<file path="src/rtl/pipe_stage_buf.sv">
// pipe_stage_buf: parametrised valid/ready pipeline stage with optional skid entry, flush and stall counter
module pipe_stage_buf #(
  parameter int DATA_W = 64,
  parameter int SKID   = 1,
  parameter int CNT_W  = 16
) (
  input  logic              clk_i,
  input  logic              rst_ni,
  input  logic              flush_i,
  input  logic              up_valid_i,
  input  logic [DATA_W-1:0] up_data_i,
  output logic              up_ready_o,
  output logic              dn_valid_o,
  output logic [DATA_W-1:0] dn_data_o,
  input  logic              dn_ready_i,
  output logic [1:0]        occ_o,
  output logic [CNT_W-1:0]  stall_cnt_o
);
  localparam logic [1:0] EMPTY = 2'd0, HALF = 2'd1, FULL = 2'd2;
  logic [1:0]        state_q, state_d;
  logic [DATA_W-1:0] main_q, main_d, skid;
  logic [CNT_W-1:0]  stall_q, stall_d;
  logic              push, pop, dn_valid;
  assign push = up_valid_i & up_ready_o;
  assign pop  = dn_valid & dn_ready_i;
  always_ff @(posedge clk_i or negedge rst_ni) begin
    if (!rst_ni) begin
      state_q <= EMPTY;
      main_q  <= '0;
      stall_q <= '0;
    end else begin
      state_q <= state_d;
      main_q  <= main_d;
      stall_q <= stall_d;
    end
  end
  always_comb begin
    state_d = state_q;
    main_d  = main_q;
    if (flush_i) begin
      state_d = EMPTY;
      main_d  = '0;
    end else begin
      case (state_q)
        EMPTY: if (push) begin
          state_d = HALF;
          main_d  = up_data_i;
        end
        HALF: begin
          if (push && pop) main_d = up_data_i;
          else if (push) state_d = (SKID != 0) ? FULL : HALF;
          else if (pop) state_d = EMPTY;
        end
        FULL: if (pop) begin
          state_d = HALF;
          main_d  = skid;
        end
        default: state_d = EMPTY;
      endcase
    end
  end
  // saturate instead of wrapping; flush cycles are not counted as stalls
  assign stall_d = (dn_valid && !dn_ready_i && !flush_i && !(&stall_q)) ? stall_q + CNT_W'(1) : stall_q;
  always_comb begin
    dn_valid    = state_q != EMPTY;
    dn_valid_o  = dn_valid;
    dn_data_o   = dn_valid ? main_q : '0;
    occ_o       = state_q;
    stall_cnt_o = stall_q;
  end
  generate
    if (SKID != 0) begin : g_skid
      logic [DATA_W-1:0] skid_q;
      logic              rdy_q;
      always_ff @(posedge clk_i or negedge rst_ni) begin
        if (!rst_ni) begin
          skid_q <= '0;
          rdy_q  <= 1'b1;
        end else begin
          if (flush_i) skid_q <= '0;
          else if (state_q == HALF && push && !pop) skid_q <= up_data_i;
          rdy_q <= state_d != FULL;
        end
      end
      assign skid       = skid_q;
      assign up_ready_o = rdy_q;
    end else begin : g_noskid
      assign skid       = '0;
      assign up_ready_o = !dn_valid | dn_ready_i;
    end
  endgenerate
endmodule

</file>
<file path="config.mk">
export PLATFORM = sky130hd
export DESIGN_NAME = pipe_stage_buf
export DESIGN_NICKNAME = d
export VERILOG_FILES = /design/src/rtl/pipe_stage_buf.sv
export SDC_FILE = /design/constraint.sdc
export NUM_CORES = 1
export LEC_CHECK = 0
export CORE_MARGIN = 2
export CORE_UTILIZATION = 46
export DETAILED_ROUTE_END_ITERATION = 10
export GPL_ROUTABILITY_DRIVEN = 0
export PLACE_DENSITY = 0.76
export SKIP_LAST_GASP = 1
export SYNTH_ARGS = -nofsm -noshare
export SYNTH_HDL_FRONTEND = slang
export SYNTH_SLANG_ARGS = --single-unit
</file>
<file path="constraint.sdc">
create_clock -name clk_i -period 2 [get_ports clk_i]
set_input_delay 0.4 -clock clk_i [delete_from_list [all_inputs] [get_ports clk_i]]
set_output_delay 0.4 -clock clk_i [all_outputs]
set_load 0.005 [all_outputs]
</file>
-- After elaboration in Yosys (flattened, before gate mapping)
Index checks and enable logic that the tools add are counted.
- register bits: 147
- bits of input ports: 69
- output and inout bits: 84
- logic and storage cells: 45
- add/sub/neg operators: 1
- eq/ne operators: 6
- multiplexer cells: 15
- bitwise operators: 2
- reductions and logical operators: 16
- operator list (cell ; count):
    $mux 64 ; 7
    $pmux 64 s3 ; 1
    $add 16x1->16 const B ; 1
    $reduce_and 16->1 ; 1
    $mux 2 ; 6
    $ne 3x3->1 const B ; 3
    $logic_and 1x1->1 ; 6
    $pmux 2 s3 ; 1
    $logic_not 1->1 ; 4
    $reduce_and 4->1 ; 1
    $reduce_bool 2->1 ; 2
    $reduce_bool 4->1 ; 1
    $and 1x1->1 ; 2
    $eq 2x1->1 const B ; 1
    $eq 2x2->1 const B ; 1
    $logic_not 2->1 ; 1
    $ne 2x2->1 const B ; 1

-- Longest topological paths before layout
- depth in word-level cells: 8
- depth in mapped cells: 9
- mapped depth without buffers: 6

-- Worst setup path after synthesis
OpenSTA, ideal clock, no wires.
- path kind: reg-to-reg
- start point: register state_q[0] (netlist: occ_o[0])
- end point: register stall_q[13] (netlist: stall_cnt_o[13])
- library setup time: 0.079 ns
- arrival: 2.121 ns
- slack: -0.200 ns
- cell stages (with the launch flop): 7
- buffers on the path: 0
- clock period less this slack: 2.200 ns
- cell sequence: dfrtp_1 -> inv_1 -> ha_1 -> or4b_1 -> or4b_4 -> nor4_1 -> xor2_1
- cells in the longest elaborated chain, start to end: 4
- ends and longest elaborated chain (element ; line ; text):
    from (decl) ; 20 ; logic [1:0] state_q, state_d;
    from (signal assigned) ; 32 ; state_q <= state_d;
    $reduce_bool 2->1 ; 65 ; dn_valid = state_q != EMPTY;
    $logic_and 1x1->1 (3 in series) ; 63 ; assign stall_d = (dn_valid && !dn_ready_i && !flush_i && !(&stall_q)) ? stall_q + CNT_W'(1) : stall_q;
    to (signal assigned) ; 34 ; stall_q <= stall_d;
    to (decl) ; 22 ; logic [CNT_W-1:0] stall_q, stall_d;
Every way passes these cells.
A chain may end at the register's enable or synchronous reset.

-- Worst setup path in the final report
- start point: register state_q[0] (netlist: occ_o[0])
- end point: output port dn_data_o[16]
- cells in the longest elaborated chain, start to end: 2
- ends and longest elaborated chain (element ; line ; text):
    $reduce_bool 2->1 ; 65 ;
    $mux 64 ; 67 ; dn_data_o = dn_valid ? main_q : '0;
    to (decl) ; 14 ; output logic [DATA_W-1:0] dn_data_o,
Every way passes these cells.

==> reports/metrics.csv <==
stage;metric;value;unit
sta;Tmin final;2.11;ns
worst_setup_path;Worst Setup End Kind;output port;
die;# rows;45;
synthesis;Syn Nets;824;
synthesis;unique cell type count in the Yosys netlist;34;
worst_setup_path;cell breakdown of the critical path;inv_2, ha_4, buf_12, clkbuf_16, nor2b_1, dlygate4sd2_1;
pwr;maximum VDD drop;0.661;mV
synthesis;synth cell count leaders;dfrtp_1, nand2_1, nor3_1;
global_routing;largest net degree at the start of global routing;79;
sta;Worst Skew;0.00532;ns
detailed_routing;Antenna Nets Post-Route;0;
hold_path;worst hold path type;in -> async;
sta;Tightest Pin Transition;1.03;ns
detailed_routing;Vias;6580;
sta;slew margin rel.;31.5;%
synthesis;register area share after synthesis;51.4;%
detailed_routing;Metal-1 WL;9630;um
synthesis;Most used DFF post-synth;dfrtp_1;
detailed_routing;Via density;5.75;
outcome;status;complete, but fails checks;
worst_setup_path;Arr. time, crit path;1.71;ns
worst_setup_path;r2r setup slk;-0.11;ns
worst_setup_path;Req. time, crit path;1.60;ns
clock_tree;CTS max path bufs;2;
global_routing;vias in the first global route;6172;
clock_tree;Inserted Clock Buffers;17;
sta;Final Hold Vio Count;0;
pwr;pwr dens;896;nW/um2
die;die footprint;16600;um2
die;Top Ports;153;
placement;Placed Area;9210;um2
detailed_routing;drt total wl;22800;um
detailed_routing;DR iter-0 viols;428;
final_layout;share of cells above drive strength 1;30.3;%
synthesis;yosys warns;0;
detailed_routing;DRC viols;0;
synthesis;Yosys top cell area share;51.0;%
detailed_routing;met2 routed WL;11400;um
worst_setup_path;crit path max fanout;8;
die;die height;129;um
synthesis;number of flops mapped to enable cells by yosys;0;
placement;PortBufs;152;
worst_setup_path;CP bufs+invs;4;
worst_setup_path;slowest stage delay, CP;0.39;ns
sta;Peak Freq;475;MHz
synthesis;Syn Area/Cell;9.54;um2
die;core area;15200;um2
synthesis;FF+latch count, synth;147;
sta;final worst slack;-0.106;ns
sta;Setup violations, final;92;
final_layout;Area Growth Syn to Fin;52.0;%
synthesis;synth top area cells;dfrtp_1, mux2i_1, nand2_1;
detailed_routing;WL/cell;19.9;um
clock_tree;CTS clk-pin slew, worst paths;0.06;ns
global_routing;global-route wire length before repair;31400;um
global_routing;initial antenna violation count;1;
global_routing;grt ovf;0;
worst_setup_path;crit path max-delay cell type;dfrtp_1;
sta;setup TNS;-4.11;ns
synthesis;area leader, netlist;dfrtp_1;
sta;max-slew violation count;0;
clock_tree;H-Tree Depth;4;
synthesis;Mapped Cells;750;
clock_tree;CTS tree;yes;
run;Max-Cap Viols;0;
die;Die Span X;129;um
detailed_routing;Detailed Routing Iterations Pass 1;5;
sta;RSZ-0062 raised after global routing;true;
pwr;leak pwr;4.54;nW
synthesis;Synth Cell Area;7160;um2
clock_tree;clk_lat worst skew;0.42;ns
placement;post-DP HPWL;12300;um
synthesis;Async SR Flop Fraction;100;%
die;initial core utilization;47.1;%
global_routing;All-Layer GR Usage;24.0;%
detailed_routing;metal3 WL;943;um
clock_tree;Root Driver;clkbuf_16;
worst_setup_path;kind of critical path;reg -> out;
worst_setup_path;Critical Path Start Type;register;
detailed_routing;Top Metal Used;met4;
sta;Tcrit/Tclk final;105;%
synthesis;most numerous cell in the Yosys netlist;dfrtp_1;
worst_setup_path;CP delay by family, top;buffers and inverters;
final_layout;Finished Cell Area;10900;um2
final_layout;Final nets;1016;
outcome;failing checks;negative setup slack;
clock_tree;clk sinks;147;
==> metal layers <==
metal,GRT usage [%],vias up
met4,10.5,0
met3,3.58,56
met5,0,-
li1,-,3001
met2,40.2,246
met1,31.2,3277
==> logic make-up (layout without fill, tap and decap cells) <==
kind of cell	count (synthesis)	in the layout	share of synthesized area, %
buf+inv	69	274	3.67
other cells	0	1	0
simple gates	309	309	20.8
fa+ha+maj	5	5	0.874
mux	66	66	9.25
compound gates	140	140	12.3
xor+xnor	14	14	1.71
flops	147	147	51.4
==> worst register-to-register path: stages, from the launching register on <==
cell	delay, ns
dfrtp_1	0.36
inv_2	0.06
ha_4	0.19
buf_12	0.16
clkbuf_16	0.16
buf_4	0.13
nand2b_1	0.20
nand3_2	0.15
buf_12	0.25
nand2_1	0.11
a21oi_1	0.24
==> sequential cells by signal (all words and copies together), names as in the netlist <==
signal / count
g_skid.skid_q: 64
up_ready_o: 1
stall_cnt_o: 16
main_q: 64
occ_o: 2
==> report_power, final <==
part           switching (W)  internal (W)  total (W)
Combinational        0.00145       0.00162    0.00306
Sequential          0.000264       0.00333    0.00359
Clock                0.00121       0.00188    0.00309
==> worst paths after layout <==
path,from,end,cells after the start
worst max-delay path,occ_o[0],dn_data_o[16],6
worst min-delay path,rst_ni,stall_cnt_o[0],2
worst max register to register,occ_o[0],g_skid.skid_q[14],10
worst min register to register,stall_cnt_o[15],stall_cnt_o[15],1
max in group asynchronous,rst_ni,g_skid.skid_q[56],3
min in group clk_i,flush_i,stall_cnt_o[9],4
==> what timing repair did <==
| item | in CTS | in global routing |
|---|---|---|
| pin swaps | 2 | 16 |
| hold buffers | 1 | 0 |
| gates cloned | 1 | 16 |
| setup buffers | 1 | 22 |
| endpoints found under the hold margin | 44 | 0 |
| gates resized for setup | 150 | 230 |
| endpoints found under the setup margin | 135 | 128 |
==> cell type report <==
cell class | count | area (um2)
antenna | 1 | 2.50
inverter | 5 | 18.8
timing repair buffer | 237 | 2460
fill | 1083 | 4320
tap | 188 | 235
multi-input combinational | 534 | 3920
clock inverter | 12 | 113
sequential | 147 | 3680
clock buffer | 20 | 457
==> through the flow <==
stage          hold WS, ns  setup WS [ns]  cells  utilization, %  power, W
2_1_floorplan        0.104        -0.0835    750               -   0.00464
3_3_place_gp         0.377         -0.429   1070            60.6   0.00560
3_5_place_dp         0.378         -0.444   1070            60.6   0.00564
4_1_cts              0.474         -0.231   1105            65.2   0.00878
5_1_grt              0.513         -0.209   1144            71.6    0.0101
6_report             0.493         -0.106   1144            71.6   0.00975
==> layout by cell type (no fill, tap or decap), drive strengths merged, types with 2 or more instances in the layout <==
| master | instances |
|---|---|
| nand2 | 136 |
| nor4 | 5 |
| xnor2 | 2 |
| clkdlybuf4s50 | 85 |
| buf | 104 |
| nor2b | 65 |
| dfrtp | 146 |
| or4b | 2 |
| nor2 | 8 |
| mux2i | 65 |
| nand2b | 2 |
| or3 | 2 |
| clkinv | 9 |
| nor3 | 73 |
| o21ai | 3 |
| ha | 5 |
| nand3 | 7 |
| inv | 5 |
| xor2 | 12 |
| a21oi | 67 |
| nand4 | 5 |
| bufinv | 2 |
| a211oi | 66 |
| dlygate4sd2 | 10 |
| clkbuf | 57 |
Power figures use the tool's default switching activity.
